==> config.mk <==
export PLATFORM = sky130hd
export DESIGN_NAME = move_collector
export DESIGN_NICKNAME = d
export VERILOG_FILES = /design/src/rtl/move_collector.sv
export SDC_FILE = /design/constraint.sdc
export NUM_CORES = 1
export LEC_CHECK = 0
export ABC_AREA = 1
export BUFFER_PORTS_ARGS = -buffer_cell sky130_fd_sc_hd__buf_4
export CAP_MARGIN = 10
export CORE_MARGIN = 2
export CORE_UTILIZATION = 55
export CTS_BUF_LIST = sky130_fd_sc_hd__clkbuf_4
export CTS_CLUSTER_SIZE = 25
export DETAILED_ROUTE_END_ITERATION = 12
export GPL_ROUTABILITY_DRIVEN = 0
export PLACE_DENSITY = 0.77
export SLEW_MARGIN = 30
export SYNTH_ARGS = -nofsm -noshare
export SYNTH_HDL_FRONTEND = slang
export SYNTH_SLANG_ARGS = --single-unit
==> constraint.sdc <==
create_clock -name clk -period 10.5 [get_ports clk]
set_input_delay 0 -clock clk [delete_from_list [all_inputs] [get_ports clk]]
set_output_delay 0 -clock clk [all_outputs]
set_load 0.05 [all_outputs]
==> src/rtl/move_collector.sv <==
// Tic-tac-toe move collector: debounces nine cell buttons, alternates P1/P2 turns,
// builds the 18-bit board bus and reacts to the detector's win/draw result.
module move_collector #(
    parameter int unsigned DEBOUNCE_CYCLES = 16,
    parameter int unsigned CNT_W           = 5
) (
    input  logic        clk,
    input  logic        rst,
    input  logic [9:1]  btn,
    input  logic        new_game,
    input  logic [3:1]  w,
    output logic [18:1] sw,
    output logic [8:0]  b,
    output logic        turn,
    output logic        game_over,
    output logic [1:0]  winner,
    output logic        illegal
);

    localparam logic [1:0] P_TURN    = 2'd0;
    localparam logic [1:0] CHECK     = 2'd1;
    localparam logic [1:0] GAME_OVER = 2'd2;

    localparam logic [CNT_W-1:0] DB_LIMIT = CNT_W'(DEBOUNCE_CYCLES);
    localparam logic [3:0]       MAX_MOVES = 4'd9;

    logic [9:1]       sync_a, sync_b, sync_last;
    logic [CNT_W-1:0] db_cnt;
    logic [9:1]       db_vec, db_prev;
    logic [9:1]       press;

    logic [1:0]  state, state_n;
    logic [18:1] sw_n;
    logic [8:0]  b_n;
    logic        turn_n;
    logic [1:0]  winner_n;
    logic        illegal_n;
    logic        game_over_n;
    logic [3:0]  move_cnt, move_cnt_n;
    logic [9:1]  occ;

    // Synchroniser and debounce; a vector is accepted only after it has been stable long enough
    always_ff @(posedge clk) begin
        if (rst) begin
            sync_a    <= '0;
            sync_b    <= '0;
            sync_last <= '0;
            db_cnt    <= '0;
            db_vec    <= '0;
            db_prev   <= '0;
        end else begin
            sync_a    <= btn;
            sync_b    <= sync_a;
            sync_last <= sync_b;
            if (sync_b != sync_last) begin
                db_cnt <= '0;
            end else if (db_cnt != DB_LIMIT) begin
                db_cnt <= db_cnt + 1'b1;
            end else begin
                db_vec <= sync_last;
            end
            db_prev <= db_vec;
        end
    end

    assign press = db_vec & ~db_prev;

    always_comb begin
        for (int k = 1; k <= 9; k++) begin
            occ[k] = sw[2*k-1] | sw[2*k];
        end
    end

    // Next-state and next-output logic
    always_comb begin
        state_n     = state;
        sw_n        = sw;
        b_n         = b;
        turn_n      = turn;
        winner_n    = winner;
        illegal_n   = 1'b0;
        move_cnt_n  = move_cnt;
        game_over_n = 1'b0;

        case (state)
            P_TURN: begin
                if (press != '0) begin
                    if ($onehot(press) && ((press & occ) == '0)) begin
                        for (int k = 1; k <= 9; k++) begin
                            if (press[k] && !turn) sw_n[2*k-1] = 1'b1;
                            if (press[k] && turn)  sw_n[2*k]   = 1'b1;
                        end
                        move_cnt_n = (move_cnt == MAX_MOVES) ? MAX_MOVES : move_cnt + 4'd1;
                        state_n    = CHECK;
                    end else begin
                        illegal_n = 1'b1;
                    end
                end
            end
            CHECK: begin
                // A win is checked before the move count so a 9th-move win is never a draw
                if (w[1]) begin
                    winner_n = 2'b01;
                    state_n  = GAME_OVER;
                end else if (w[2]) begin
                    winner_n = 2'b10;
                    state_n  = GAME_OVER;
                end else if (move_cnt == MAX_MOVES) begin
                    winner_n = 2'b11;
                    b_n      = 9'h1FF;
                    state_n  = GAME_OVER;
                end else begin
                    turn_n  = ~turn;
                    state_n = P_TURN;
                end
            end
            GAME_OVER: begin
                state_n = GAME_OVER;
            end
            default: begin
                state_n = P_TURN;
            end
        endcase

        if (new_game) begin
            state_n    = P_TURN;
            sw_n       = '0;
            b_n        = '0;
            turn_n     = 1'b0;
            winner_n   = 2'b00;
            illegal_n  = 1'b0;
            move_cnt_n = '0;
        end

        game_over_n = (state_n == GAME_OVER);
    end

    always_ff @(posedge clk) begin
        if (rst) begin
            state     <= P_TURN;
            sw        <= '0;
            b         <= '0;
            turn      <= 1'b0;
            winner    <= 2'b00;
            illegal   <= 1'b0;
            game_over <= 1'b0;
            move_cnt  <= '0;
        end else begin
            state     <= state_n;
            sw        <= sw_n;
            b         <= b_n;
            turn      <= turn_n;
            winner    <= winner_n;
            illegal   <= illegal_n;
            game_over <= game_over_n;
            move_cnt  <= move_cnt_n;
        end
    end

endmodule
==> results of run 1 <==
-- area by class of cell --
class	instances	share of cell area, %
timing repair buffer	68	13.4
sequential	80	37.9
clock buffer	9	1.60
inverter	92	8.18
multi-input combinational	285	33.8
clock inverter	7	2.81
tap	77	2.28
-- worst min-delay path, cell delays in order --
cell     delay [ns]
buf_4          0.08
nor2_1         0.03
buf_4          0.21
nand2_1        0.10
nor2_1         0.03
-- where the power goes --
| part | switching, mW | total (mW) | internal (mW) | leakage [nW] |
|---|---|---|---|---|
| Combinational | 0.0120 | 0.0245 | 0.0126 | 1.31 |
| Clock | 0.106 | 0.227 | 0.121 | 0.0942 |
| Sequential | 0.00222 | 0.310 | 0.308 | 0.649 |
-- final timing paths --
| path | slack, ns | start | end |
|---|---|---|---|
| hold reg to reg | 0.41 | sync_a[2] | sync_b[2] |
| setup reg to reg | 6.14 | db_vec[2] | sw[1] |
| hold / removal | 0.08 | new_game | illegal |
| setup / recovery | 6.14 | db_vec[2] | sw[1] |
-- cells by family (layout without fill, tap and decap cells) --
family / Yosys count / after routing / synth area share, %
AOI/OAI and AO/OA: 38 / 38 / 7.77
xor gates and xnor gates: 8 / 8 / 2.00
adders and majority gates: 10 / 10 / 4.65
buffers and inverters: 110 / 176 / 13.4
DFF: 80 / 80 / 45.8
and+or+nand+nor: 229 / 229 / 26.4
-- metal layers --
metal | GRT usage [%] | share of wire [%] | vias up | wire length, µm
met1 | 22.5 | 43 | 1255 | 2730
met5 | 0 | 0 | - | 0
met4 | 7.92 | 1.5 | 0 | 99
met2 | 35.9 | 51 | 69 | 3280
li1 | - | - | 1520 | -
met3 | 5.93 | 4.8 | 8 | 308
-- cell usage in the layout, fill, tap and decap left out --
master and n:
nand4_1 5, o31ai_1 1, inv_1 88, o21bai_1 1, clkbuf_4 9, a21oi_1 10, clkinv_1 3, bufinv_16 3
clkinv_4 1, nor2_4 1, fa_1 5, clkinvlp_4 1, nand3_1 9, o21ai_2 18, o21ai_0 4, or2_2 1
dlygate4sd3_1 22, xor2_1 3, buf_4 46, nor2_2 1, dfxtp_1 80, a31oi_1 2, nand2_1 112, nand3_2 3
inv_6 1, nand2_2 3, inv_2 2, nor2_1 93, nor3_1 1, ha_1 5, a21oi_2 1, xnor2_1 5
a21boi_0 1
-- flip-flops by register name, indices dropped and copies added (netlist names) --
signal / cells
sw: 18
db_prev: 9
db_vec: 9
sync_a: 9
sync_b: 9
sync_last: 9
db_cnt: 5
move_cnt: 4
state: 2
winner: 2
b: 1
game_over: 1
illegal: 1
turn: 1
==> run_results.csv, run 1 <==
group,metric,value,unit
finish,drive_above_1_share,16.8,%
sta,period_minus_slack,4.36,ns
grt,overflow,0,
synth,post-synth-top-count-cell,"nand2_1",
critical_path,path_cells,"inv_1 -> nor2_1 -> fa_1 -> inv_1 -> fa_1 -> fa_1 -> inv_1 -> fa_1 -> inv_1 -> fa_1 -> inv_1 -> nand2_1 -> nand2_1 -> nor2_2 -> nand3_2 -> nor2_4 -> nand3_2 -> o21ai_2",
critical_path,slowest_delay,0.52,ns
critical_path,r2r.worst_path.cells,18,
critical_path,cp.required,10.83,ns
power_and_ir_drop,finalPower,562,µW
synth,ys_ff_latch,80,
die,dieArea,7010,µm²
cts,htree_levels,3,
cts,cts_root_buffer,"clkbuf_4",
sta,period_share,41.5,%
finish,post-route-util,67.7,%
synth,netlist_top_cells_area,"dfxtp_1 (46%), nand2_1 (12%), nor2_1 (10%)",
critical_path,worst_setup_path_start_kind,"flip-flop",
synth,ys.flop_type,"dfxtp_1",
critical_path,crit_buf_inv,5,
synth,synth_nets,500,
synth,synth_area,3500,µm²
cts,cts_resized,0,
die,row_count,29,
min_path,holdCritPathClass,"input port to flip-flop",
cts,hold_buffers,22,
synth,async_flop_share,0,%
synth,synth_area_leader_cell,"dfxtp_1",
cts,clockBufferDepth,2,
detailed_routing,drt-wirelength-per-cell,10.4,µm
grt,grt_usage,20.1,%
grt,grt_pass1_vias,2740,
critical_path,critPathKind,"flip-flop to flip-flop",
sta,grt_setup_unrepaired,"false",
cts,numCtsBuffers,9,
synth,synth_edf_count,0,
place,dpl.cell_count,580,
finish,multi_input_comb_area,1430,µm²
detailed_routing,vias_per_cell,4.61,
sta,fin_skew,0.00764,ns
sta,finalHoldViolations,0,
critical_path,cp.depth,18,
synth,syn_avg_cell_area,7.36,µm²
finish,stdcell_count,618,
cts,post-cts-setup-buffers,0,
detailed_routing,vias,2852,
sta,whs,0.0799,ns
critical_path,crit_path_top_delay_cell,"nand3_2",
outcome,status,"finished, final reports clean",
critical_path,cp_max_fo,20,
place,dp_worst_setup_slack,6.16,ns
grt,grt_pass1_wl,11500,µm
finish,fin_nets,561,
sta,tns,0,ns
finish,seq_area,1600,µm²
finish,diodes,0,
power_and_ir_drop,power_density,133,nW/µm²
power_and_ir_drop,p_leak,2.05,nW
power_and_ir_drop,irDropWorstVdd,0.0842,mV
synth,ys_top_cells_by_count,"nand2_1 (112), nor2_1 (93), inv_1 (88)",
die,start_util,56.0,%
place,place_area,3820,µm²
flow_run,maxCapViolCount,0,
cts,tritoncts,"done",
detailed_routing,first_pass_iters,5,
die,io_pins,47,
place,hpwl,4300,µm
place,io_buffers,45,
synth,ys_types,31,
die,die_y,83.7,µm
finish,area_growth_syn_to_layout,20.8,%
sta,slew_headroom,57.9,%
sta,layout_setup_ws,6.14,ns
synth,yosysSeqAreaShare,45.8,%
cts,cts.sinks,80,
synth,netlist.area_leader.share,45.8,%
grt,antenna_found_initial,0,
sta,finalMaxSlewViolations,0,
detailed_routing,wl,6420,µm
synth,syn_inst,475,
detailed_routing,drtAntennaViolNets,0,
sta,setup_violations,0,
die,fp.dieW,83.7,µm
finish,fillCellCount,537,
critical_path,endpoint_kind,"flip-flop",
detailed_routing,remaining_drc_errors,0,
critical_path,cp_data_arrival_time,4.69,ns
finish,fin_area,4220,µm²
sta,fmax,229,MHz
die,core_area,6240,µm²
cts,clk_latency,0.40,ns
min_path,hold_depth,5,
cts,cts.clk_slew.worst_paths,0.13,ns
sta,worst_pin_slew,0.631,ns
detailed_routing,dr.first_iter.drc_count,157,
synth,yosysWarnings,0,
critical_path,cp_top_family,"adder cells",
grt,grt_start_max_net_pins,39,
No activity file was read; power rests on OpenSTA's default activity.
==> run 2: changes to the inputs <==
==> constraint.sdc (replaced) <==
create_clock -name clk -period 4.15 [get_ports clk]
set_input_delay 0 -clock clk [delete_from_list [all_inputs] [get_ports clk]]
set_output_delay 0 -clock clk [all_outputs]
set_load 0.05 [all_outputs]
==> run_results.csv, run 2 (synthesis results as in run 1) <==
group,metric,value,unit
grt,overflow,0,
cts,post-cts-setup-buffers,0,
sta,grt_setup_unrepaired,"false",
sta,finalMaxSlewViolations,0,
cts,cts.clk_slew.worst_paths,0.12,ns
critical_path,critPathKind,"flip-flop to flip-flop",
critical_path,cp_data_arrival_time,4.18,ns
place,hpwl,4350,µm
min_path,holdCritPathClass,"input port to flip-flop",
detailed_routing,dr.first_iter.drc_count,85,
detailed_routing,drtAntennaViolNets,0,
die,io_pins,47,
power_and_ir_drop,power_density,304,nW/µm²
sta,worst_pin_slew,0.523,ns
critical_path,worst_setup_path_start_kind,"flip-flop",
cts,cts_root_buffer,"clkbuf_4",
detailed_routing,drt-wirelength-per-cell,10.1,µm
power_and_ir_drop,internal-power,983,µW
finish,fin_area,4180,µm²
place,place_area,3830,µm²
critical_path,cp_max_fo,11,
die,start_util,56.0,%
grt,grt_usage,19.1,%
place,io_buffers,45,
finish,layout_common_cells,"nand2_1 (112), nor2_1 (90), inv_1 (88), dfxtp_1 (80), buf_4 (48)",
die,dieArea,7010,µm²
grt,grt_pass1_wl,10900,µm
finish,diodes,0,
die,die_y,83.7,µm
power_and_ir_drop,p_switching,287,µW
grt,antenna_found_initial,0,
finish,largest_reg_flops,18,
cts,clockBufferDepth,2,
sta,period_share,92.3,%
sta,tns,0,ns
die,row_count,29,
finish,drive_above_1_share,17.2,%
detailed_routing,vias,2848,
sta,fmax,261,MHz
cts,htree_levels,3,
power_and_ir_drop,swShare,22.6,%
die,core_area,6240,µm²
finish,area_growth_syn_to_layout,19.5,%
power_and_ir_drop,irDropWorstVdd,0.247,mV
critical_path,endpoint_kind,"flip-flop",
finish,max_flop_register,"sw",
detailed_routing,vias_per_cell,4.61,
finish,post-route-util,66.9,%
power_and_ir_drop,seqPwrFrac,61.7,%
cts,clk_latency,0.41,ns
outcome,status,"finished, final reports clean",
sta,finalHoldViolations,0,
detailed_routing,wl,6230,µm
power_and_ir_drop,pwr-share-clk,33.4,%
grt,grt_pass1_vias,2608,
detailed_routing,first_pass_iters,4,
flow_run,maxCapViolCount,0,
sta,slew_headroom,65.1,%
finish,fin_nets,563,
finish,final_common_cell,"nand2_1",
cts,tritoncts,"done",
sta,fin_skew,0.0100,ns
finish,fillCellCount,548,
sta,period_minus_slack,3.83,ns
grt,grt_start_max_net_pins,39,
power_and_ir_drop,p_leak,2.03,nW
detailed_routing,remaining_drc_errors,0,
power_and_ir_drop,combPwrFrac,4.9,%
critical_path,cp.required,4.50,ns
die,fp.dieW,83.7,µm
sta,setup_violations,0,
cts,cts.sinks,80,
cts,numCtsBuffers,9,
[run 2: changes by cell type in the layout (fill, tap and decap cells not counted), sizes merged]
cell    previous run  this run
buf               46        48
bufinv             3         1
clkinv             4         5
inv               91        90
[run 2: per-layer routing]
layer  vias to the layer above  wire, µm  track usage, %
met5                         -         0               0
met4                         0       156            8.65
met3                        10       233            3.86
met2                        52      3090            33.7
met1                      1260      2750            22.1
li1                       1526         -               -
[run 2: power groups by stage]
| stage | Sequential (mW) | Combinational [mW] | Clock, mW |
|---|---|---|---|
| 6_report | 0.784 | 0.0617 | 0.424 |
| 5_1_grt | 0.786 | 0.0698 | 0.473 |
| 2_1_floorplan | 0.801 | 0.0301 | 0 |
| 4_1_cts | 0.784 | 0.0619 | 0.437 |
| 3_3_place_gp | 0.801 | 0.0450 | 0 |
| 3_5_place_dp | 0.802 | 0.0466 | 0 |
[run 2: repair_timing]
action	CTS	global route
hold endpoints to repair	40	0
setup endpoints to repair	0	20
hold buffers	22	0
resized for setup	0	3
[run 2: stage by stage]
stage	std cells	worst slack, ns	hold WS (ns)	power, mW
after global routing	618	0.00519	0.0842	1.33
final	618	0.317	0.0708	1.27
after global placement	582	0.341	0.198	0.846
after floorplan	475	0.566	0.107	0.831
after CTS	618	0.211	0.0603	1.28
after detailed placement	582	0.238	0.206	0.848
[run 2: layout make-up]
type	count	area, µm²	area share, %
flip-flops and latches	80	1600	38.3
clock buffers	9	67.6	1.62
well taps	77	96.3	2.31
clock inverters	5	50.0	1.20
inverters	92	345	8.27
multi-input cells	285	1440	34.4
repair buffers	70	581	13.9
[run 2: final timing paths]
check        cells past startpoint  slack (ns)   endpoint      start
max reg2reg                     19        0.32     sw[11]  db_vec[1]
min reg2reg                      2        0.40  sync_b[4]  sync_a[4]
min                              5        0.07    illegal   new_game
max                             19        0.32     sw[11]  db_vec[1]
[run 2: critical path, cell delays in order (launching register included)]
cell	delay, ns
dfxtp_1	0.36
inv_1	0.08
nor2_2	0.18
fa_1	0.42
inv_1	0.10
fa_1	0.43
fa_1	0.49
inv_1	0.05
fa_1	0.38
inv_1	0.08
fa_1	0.18
inv_1	0.04
nand2_1	0.05
nand2_1	0.05
nor2_2	0.14
nand3_2	0.12
nor2_4	0.19
nand3_2	0.09
buf_4	0.21
o21ai_2	0.12
